--- config.mk ---
export PLATFORM = sky130hd
export DESIGN_NAME = key_board
export DESIGN_NICKNAME = d
export VERILOG_FILES = /design/src/rtl/key_board_pkg.sv /design/src/rtl/key_board_bcd_digit_inc.sv /design/src/rtl/key_board.sv
export SDC_FILE = /design/constraint.sdc
export NUM_CORES = 1
export LEC_CHECK = 0
export CORE_MARGIN = 2
export CORE_UTILIZATION = 25
export CTS_BUF_LIST = sky130_fd_sc_hd__clkbuf_4
export DETAILED_ROUTE_END_ITERATION = 10
export PLACE_DENSITY_LB_ADDON = 0.2
export SLEW_MARGIN = 20
export SYNTH_ARGS = -nofsm -noshare
export SYNTH_HDL_FRONTEND = slang
export SYNTH_HIERARCHICAL = 1
export SYNTH_SLANG_ARGS = --single-unit
export TNS_END_PERCENT = 20
--- constraint.sdc ---
create_clock -name clk -period 3.9 [get_ports clk]
set_input_delay 0.78 -clock clk [delete_from_list [all_inputs] [get_ports clk]]
set_output_delay 0.78 -clock clk [all_outputs]
set_load 0.005 [all_outputs]
--- src/rtl/key_board_pkg.sv ---
// Shared constants for the alarm-time editor: FSM encoding, digit indices,
// per-digit BCD maxima and the key active level.
package key_board_pkg;

  typedef enum logic {
    StIdle   = 1'b0,
    StAdjust = 1'b1
  } state_e;

  // Digit index within {H1,H0,M1,M0}
  localparam logic [1:0] DigM0 = 2'd0;
  localparam logic [1:0] DigM1 = 2'd1;
  localparam logic [1:0] DigH0 = 2'd2;
  localparam logic [1:0] DigH1 = 2'd3;

  localparam logic [3:0] MaxM0     = 4'd9;
  localparam logic [3:0] MaxM1     = 4'd5;
  localparam logic [3:0] MaxH0     = 4'd9;
  localparam logic [3:0] MaxH0Late = 4'd3;  // H0 ceiling once H1 == 2
  localparam logic [3:0] MaxH1     = 4'd2;

  localparam logic KeyActive = 1'b0;

  function automatic logic [3:0] digit_max(input logic [1:0] sel, input logic [3:0] h1);
    logic [3:0] max;
    case (sel)
      DigM0:   max = MaxM0;
      DigM1:   max = MaxM1;
      DigH0:   max = (h1 == MaxH1) ? MaxH0Late : MaxH0;
      default: max = MaxH1;
    endcase
    return max;
  endfunction

endpackage

--- src/rtl/key_board_bcd_digit_inc.sv ---
// Increments one selected BCD digit of an HH:MM word with wrap to zero,
// clamping H0 to 3 when H1 rolls up to 2.
module bcd_digit_inc
  import key_board_pkg::*;
(
  input  logic [15:0] bcd_i,
  input  logic [1:0]  sel_i,
  output logic [15:0] bcd_o
);

  logic [3:0] idx;
  logic [3:0] digit;
  logic [3:0] max;
  logic [3:0] inc;

  always_comb begin
    idx   = {sel_i, 2'b00};
    digit = bcd_i[idx +: 4];
    max   = digit_max(sel_i, bcd_i[15:12]);
    // Out-of-range (including non-BCD) digits restart at zero
    inc   = (digit >= max) ? 4'd0 : digit + 4'd1;
    bcd_o = bcd_i;
    bcd_o[idx +: 4] = inc;
    if ((sel_i == DigH1) && (inc == MaxH1) && (bcd_i[11:8] > MaxH0Late)) begin
      bcd_o[11:8] = MaxH0Late;
    end
  end

endmodule

--- src/rtl/key_board.sv ---
// Alarm-time editor: loads HH:MM from the clock core, edits it digit by digit
// from three debounced keys and strobes the confirmed value.
module key_board
  import key_board_pkg::*;
(
  input  logic        clk,
  input  logic        rst,
  input  logic        load,
  input  logic        en,
  input  logic        key_p_state,
  input  logic        key_p_flag,
  input  logic        key_n_state,
  input  logic        key_n_flag,
  input  logic        key_e_state,
  input  logic        key_e_flag,
  input  logic [15:0] data_in,
  output logic [15:0] data_out,
  output logic        data_out_vld
);

  state_e      state_q, state_d;
  logic [1:0]  sel_q, sel_d;
  logic [15:0] work_q, work_d;
  logic        vld_q, vld_d;
  logic [15:0] work_inc;
  logic        p_press, n_press, e_press;

  assign p_press = key_p_flag & (key_p_state == KeyActive) & en;
  assign n_press = key_n_flag & (key_n_state == KeyActive) & en;
  assign e_press = key_e_flag & (key_e_state == KeyActive) & en;

  bcd_digit_inc u_inc (
    .bcd_i (work_q),
    .sel_i (sel_q),
    .bcd_o (work_inc)
  );

  always_ff @(posedge clk or posedge rst) begin
    if (rst) begin
      state_q <= StIdle;
      sel_q   <= DigM0;
      work_q  <= 16'h0000;
      vld_q   <= 1'b0;
    end else begin
      state_q <= state_d;
      sel_q   <= sel_d;
      work_q  <= work_d;
      vld_q   <= vld_d;
    end
  end

  always_comb begin
    state_d = state_q;
    sel_d   = sel_q;
    work_d  = work_q;
    vld_d   = 1'b0;
    unique case (state_q)
      StIdle: begin
        if (load) begin
          work_d = data_in;
        end
        if (p_press) begin
          state_d = StAdjust;
          sel_d   = DigM0;
        end
      end
      StAdjust: begin
        // One action per cycle: confirm beats select beats increment
        if (e_press) begin
          vld_d   = 1'b1;
          state_d = StIdle;
        end else if (n_press) begin
          sel_d = sel_q + 2'd1;
        end else if (p_press) begin
          work_d = work_inc;
        end
      end
      default: state_d = StIdle;
    endcase
  end

  always_comb begin
    data_out     = work_q;
    data_out_vld = vld_q;
  end

endmodule

======== Word level (Yosys, flattened, before mapping) ========
Index checks and enable logic that the tools add are counted.
storage, ports and cells
  bits of input ports ..................... 26
  bits in registers ....................... 20
  output and inout port bits .............. 17
  word-level logic and storage cells ...... 57
operators by class
  equality and inequality tests ........... 11
  bitwise gates (word level) .............. 10
  order comparisons ....................... 2
  reductions and logical operators ........ 5
  muxes and demuxes ....................... 19
  add/subtract/negate cells ............... 3
  shift operators ......................... 3
operator list
  operator                  count
  $mux W16                  4
  $pmux W16 S2              1
  $bwmux W16                1
  $shift A4 B6 Y16 const A  1
  $shiftx A16 B5 Y4         1
  $shiftx A4 B6 Y16         1
  $mux W4                   3
  $pmux W4 S3               1
  $eq A4 B2 Y1 const B      2
  $ne A2 B2 Y1 const B      4
  $and A1 B1 Y1             6
  $mux W2                   3
  $neg A4 Y6                1
  $add A4 B1 Y4 const B     1
  $eq A2 B2 Y1 const B      2
  $ge A4 B4 Y1              1
  $gt A4 B2 Y1 const B      1
  $mux W1                   4
  $ne A2 B1 Y1 const B      2
  $not A1 Y1                4
  $pmux W2 S2               1
  $reduce_and A4 Y1         1
  $reduce_and A3 Y1         1
  $add A2 B1 Y2 const B     1
  other kinds (4)           5

======== Logic depth before layout (Yosys ltp) ========
  depth in word-level cells ............... 13
  depth in mapped cells ................... 13
  mapped depth without buffers ............ 12

======== By module ========
The synthesis kept the hierarchy.
by module, submodules not included
  module         cells an instance  area each (µm²)  seq. area each (µm²)  instances
  key_board      78                 1093.5           500.5                 1
  bcd_digit_inc  77                 654.4            0.0                   1

======== Least setup slack after synthesis ========
OpenSTA, ideal clock, no wires.
  path type ............................... register to register
  start ................................... register sel_q[0]
  end ..................................... register work_q[8] (netlist: data_out[8])
  setup time .............................. 125 ps
  clock period less this slack ............ 3208 ps
  cell stages (with the launch flop) ...... 11
  setup slack ............................. 692 ps
  required time ........................... 3775 ps
  buffers on the path ..................... 1
  arrival ................................. 3082 ps
  cells stage by stage .................... dfrtp_1 -> buf_6 -> mux4_2 -> inv_1 -> ha_1 -> or3b_2 -> a211oi_2 -> mux2i_2 -> a221o_1 -> mux2_2 -> mux2_4
on the way
  cells in the longest elaborated chain, start to end .. 12
  elaborated cells between the ends (all ways) .. 21
  those cells by class .................... add/sub: 2; order compare: 1; eq/ne: 4; shift: 3; mux: 8; reduce/logical: 3
ends and longest elaborated chain
  what                                                                   RTL line                       RTL
  from (decl)                                                            key_board.sv:22                logic [1:0] sel_q, sel_d;
  from (signal assigned)                                                 key_board.sv:41                sel_q <= DigM0;
  from (signal assigned)                                                 key_board.sv:46                sel_q <= sel_d;
  parallel branches: the longest is 7 deep, another holds $add A4 B1 Y4  --
  $mux W4 *                                                              key_board_bcd_digit_inc.sv:24  if ((sel_i == DigH1) && (inc == MaxH1) && (bcd_i[11:8] > MaxH0Late)) begin
  named net work_inc[8]                                                  key_board.sv:25                logic [15:0] work_inc;
  $mux W16 *                                                             key_board.sv:74                end else if (p_press) begin
  $mux W16 *                                                             key_board.sv:72                end else if (n_press) begin
  $mux W16 *                                                             key_board.sv:69                if (e_press) begin
  $pmux W16 S2 *                                                         key_board.sv:57                unique case (state_q)
  to (signal assigned)                                                   key_board.sv:47                work_q <= work_d;
  to (decl)                                                              key_board.sv:23                logic [15:0] work_q, work_d;
Mark *: on every way through the listed nets, which the timed path passes. The select of a mux whose other input is x is not followed.
A chain may end at the register's enable or synchronous reset.

======== Final worst setup path ========
  start ................................... register sel_q[0]
  end ..................................... register work_q[9] (netlist: data_out[9])
The elaborated chain is that of the path after synthesis.

==> metrics.csv <==
metric,value,unit
fin_cells,293,
track_usage,12.4,%
hp-start,data_out[1],
clock_sinks,20,
r2r_slack,0.40,ns
fin_setup_tns,0,ns
reg2regPathDepth,9,
timing.final.hold_violations,0,
synth.distinct_cells,37,
grt_pass1_wl,7.39,mm
place_area,0.00225,mm^2
worstHoldPathType,reg2reg,
clockPowerShare,6.8,%
n_fill_cell,702,
synthCells,155,
dp_hpwl,3.44,mm
cp_max_fo,15,
cts_hold_buf,0,
p_comb_share,64.9,%
setup_viol,0,
avgRoutedWirePerCell,15.4,um
skew,0.00728,ns
synth_ff_type,dfrtp_1,
antenna_found_initial,0,
via_per_inst,4.84,
totalWireLength,4.53,mm
switching_share,42.5,%
seq_area,500,um^2
crit_path_end_kind,register,
clk_pin_slew_worst_paths,0.13,ns
reg2reg_to,data_out[9],
whs_endpoint,data_out[1],
fp-row-count,30,
power.internal,0.000933,W
p_sw,0.000689,W
syn_avg_cell_area,11.3,um^2
die_y,87.6,um
min_period,3.50,ns
finalCritPeriodShare,89.8,%
post_cts_buffers,0,
root_buffer,clkbuf_4,
vias,1417,
grt_pass1_vias,1420,
slew_headroom,39.1,%
drtPass1Iterations,5,
die-area,0.00768,mm^2
start_kind,register,
cts_resized,0,
io_pins,43,
status,finished clean,
yosysSeqAreaShare,28.6,%
cellPowerDensity,712,mW/mm^2
drive_above_1_share,23.9,%
required,4.11,ns
final_cell_mix,"clkdlybuf4s50_1 (42), mux2_2 (22), dfrtp_1 (20), inv_1 (13), ha_1 (12)",
place_congestion,0.850,
ant_nets,0,
area_growth,30.4,%
drt_iter0_markers,60,
ir_drop,212,uV
cts-buffers-inserted,3,
reg2reg_from,sel_q[0],
async_flop_share,100,%
rsz0062_at_grt,no,
tritoncts,built,
power_frac_seq,28.3,%
cap_violations,0,
ys_ff_latch,20,
holdPathStages,1,
fin_area,0.00228,mm^2
clk_path_buf_depth,2,
clock_latency,0.31,ns
fmax,0.286,GHz
initial_core_util,25.7,%
syn-cell-area,0.00175,mm^2
dpl.cell_count,289,
synthesis.nets,193,
synth_edf_count,0,
grt_max_degree,24,
final_common_cell,clkdlybuf4s50_1,
antenna_cells,0,
drv_slew,0,
worst_pin_slew,0.913,ns
io_buffers,42,
leakage,0.949,nW
yosysWarnings,6,
die_w,87.6,um
htree_levels,1,
nets,236,
path_class,reg2reg,
core-area,0.00679,mm^2
grt_overflow_total,0,
multi_input_area,0.00115,mm^2
cp.arrival,3.71,ns
drc_errors,0,
-- per-stage QoR --
step / total power (W) / hold WS [ns] / worst slack, ns / utilization, %
2_1_floorplan: 0.00113 / 0.545 / 0.692 / -
3_3_place_gp: 0.00151 / 0.575 / 0.460 / 33.1
3_5_place_dp: 0.00151 / 0.576 / 0.410 / 33.1
4_1_cts: 0.00163 / 0.606 / 0.378 / 33.5
5_1_grt: 0.00177 / 0.626 / 0.113 / 33.5
6_report: 0.00162 / 0.604 / 0.399 / 33.5
-- sequential cells by signal (all words and copies together) (netlist names) --
name / flops
sel_q: 2
data_out_vld: 1
state_q: 1
data_out: 16
-- cells by family after synthesis --
group                    synth area share (%)
multiplexers                             28.7
AO/OA/AOI/OAI                            16.9
AND/OR/NAND/NOR                          11.4
flip-flops                               28.6
buffers and inverters                    5.30
adder cells (fa/ha/maj)                  8.59
XOR/XNOR                                0.501
-- power groups by stage --
stage	Sequential [W]	Combinational (W)	Clock, W
after floorplan	0.000391	0.000743	0
after global placement	0.000466	0.00104	0
after detailed placement	0.000463	0.00105	0
after CTS	0.000460	0.00105	0.000118
after global routing	0.000479	0.00116	0.000128
final	0.000458	0.00105	0.000110
-- area by class of cell --
cell class	count	area share (%)
clock buffers	3	0.988
clock inverters	1	0.165
inverters	13	2.14
multi-input cells	117	50.7
flip-flops and latches	20	22.0
well taps	96	5.27
repair buffers	43	18.8
-- cells in the mapped netlist (2+ instances only) --
library cell	instances	share of area, %
mux2_2	22	14
dfrtp_1	20	29
inv_1	13	2.8
ha_1	12	8.6
mux2_4	10	8.6
o2bb2ai_1	8	4.0
a21oi_1	6	1.7
nand2_1	5	1.1
mux4_2	4	5.2
nand2b_1	4	1.4
o22ai_1	4	1.4
o311ai_0	4	2.0
buf_6	3	1.9
nand3_1	3	0.86
nor2_1	3	0.64
nor2b_1	3	1.1
o211ai_1	3	1.3
or4_1	3	1.3
a21o_1	2	0.86
a221o_1	2	1.1
and3_1	2	0.72
buf_2	2	0.57
nand3b_1	2	0.86
o211a_1	2	1.1
-- worst max-delay path by stage --
stage / start / to / cells past startpoint
after global placement: sel_q[0] / data_out[8] / 9
after floorplan: sel_q[0] / data_out[8] / 10
after global routing: sel_q[0] / data_out[9] / 11
after detailed placement: sel_q[0] / data_out[8] / 9
after CTS: sel_q[0] / data_out[9] / 9
final: sel_q[0] / data_out[9] / 9
-- critical path, stage by stage (launching register included) --
cell and delay (ns):
dfrtp_1 0.70, mux4_2 0.63, inv_1 0.12, ha_1 0.25
or3b_2 0.49, a211oi_2 0.21, mux2i_2 0.17, a221o_1 0.32
mux2_2 0.26, mux2_4 0.25
-- layer usage --
metal	track usage (%)	vias up	wire length [um]
met5	0	-	0
met4	4.62	0	74
met3	1.70	6	169
met2	20.4	36	2190
met1	16.7	692	2090
li1	-	683	-
(Power assumes the default switching activity.)
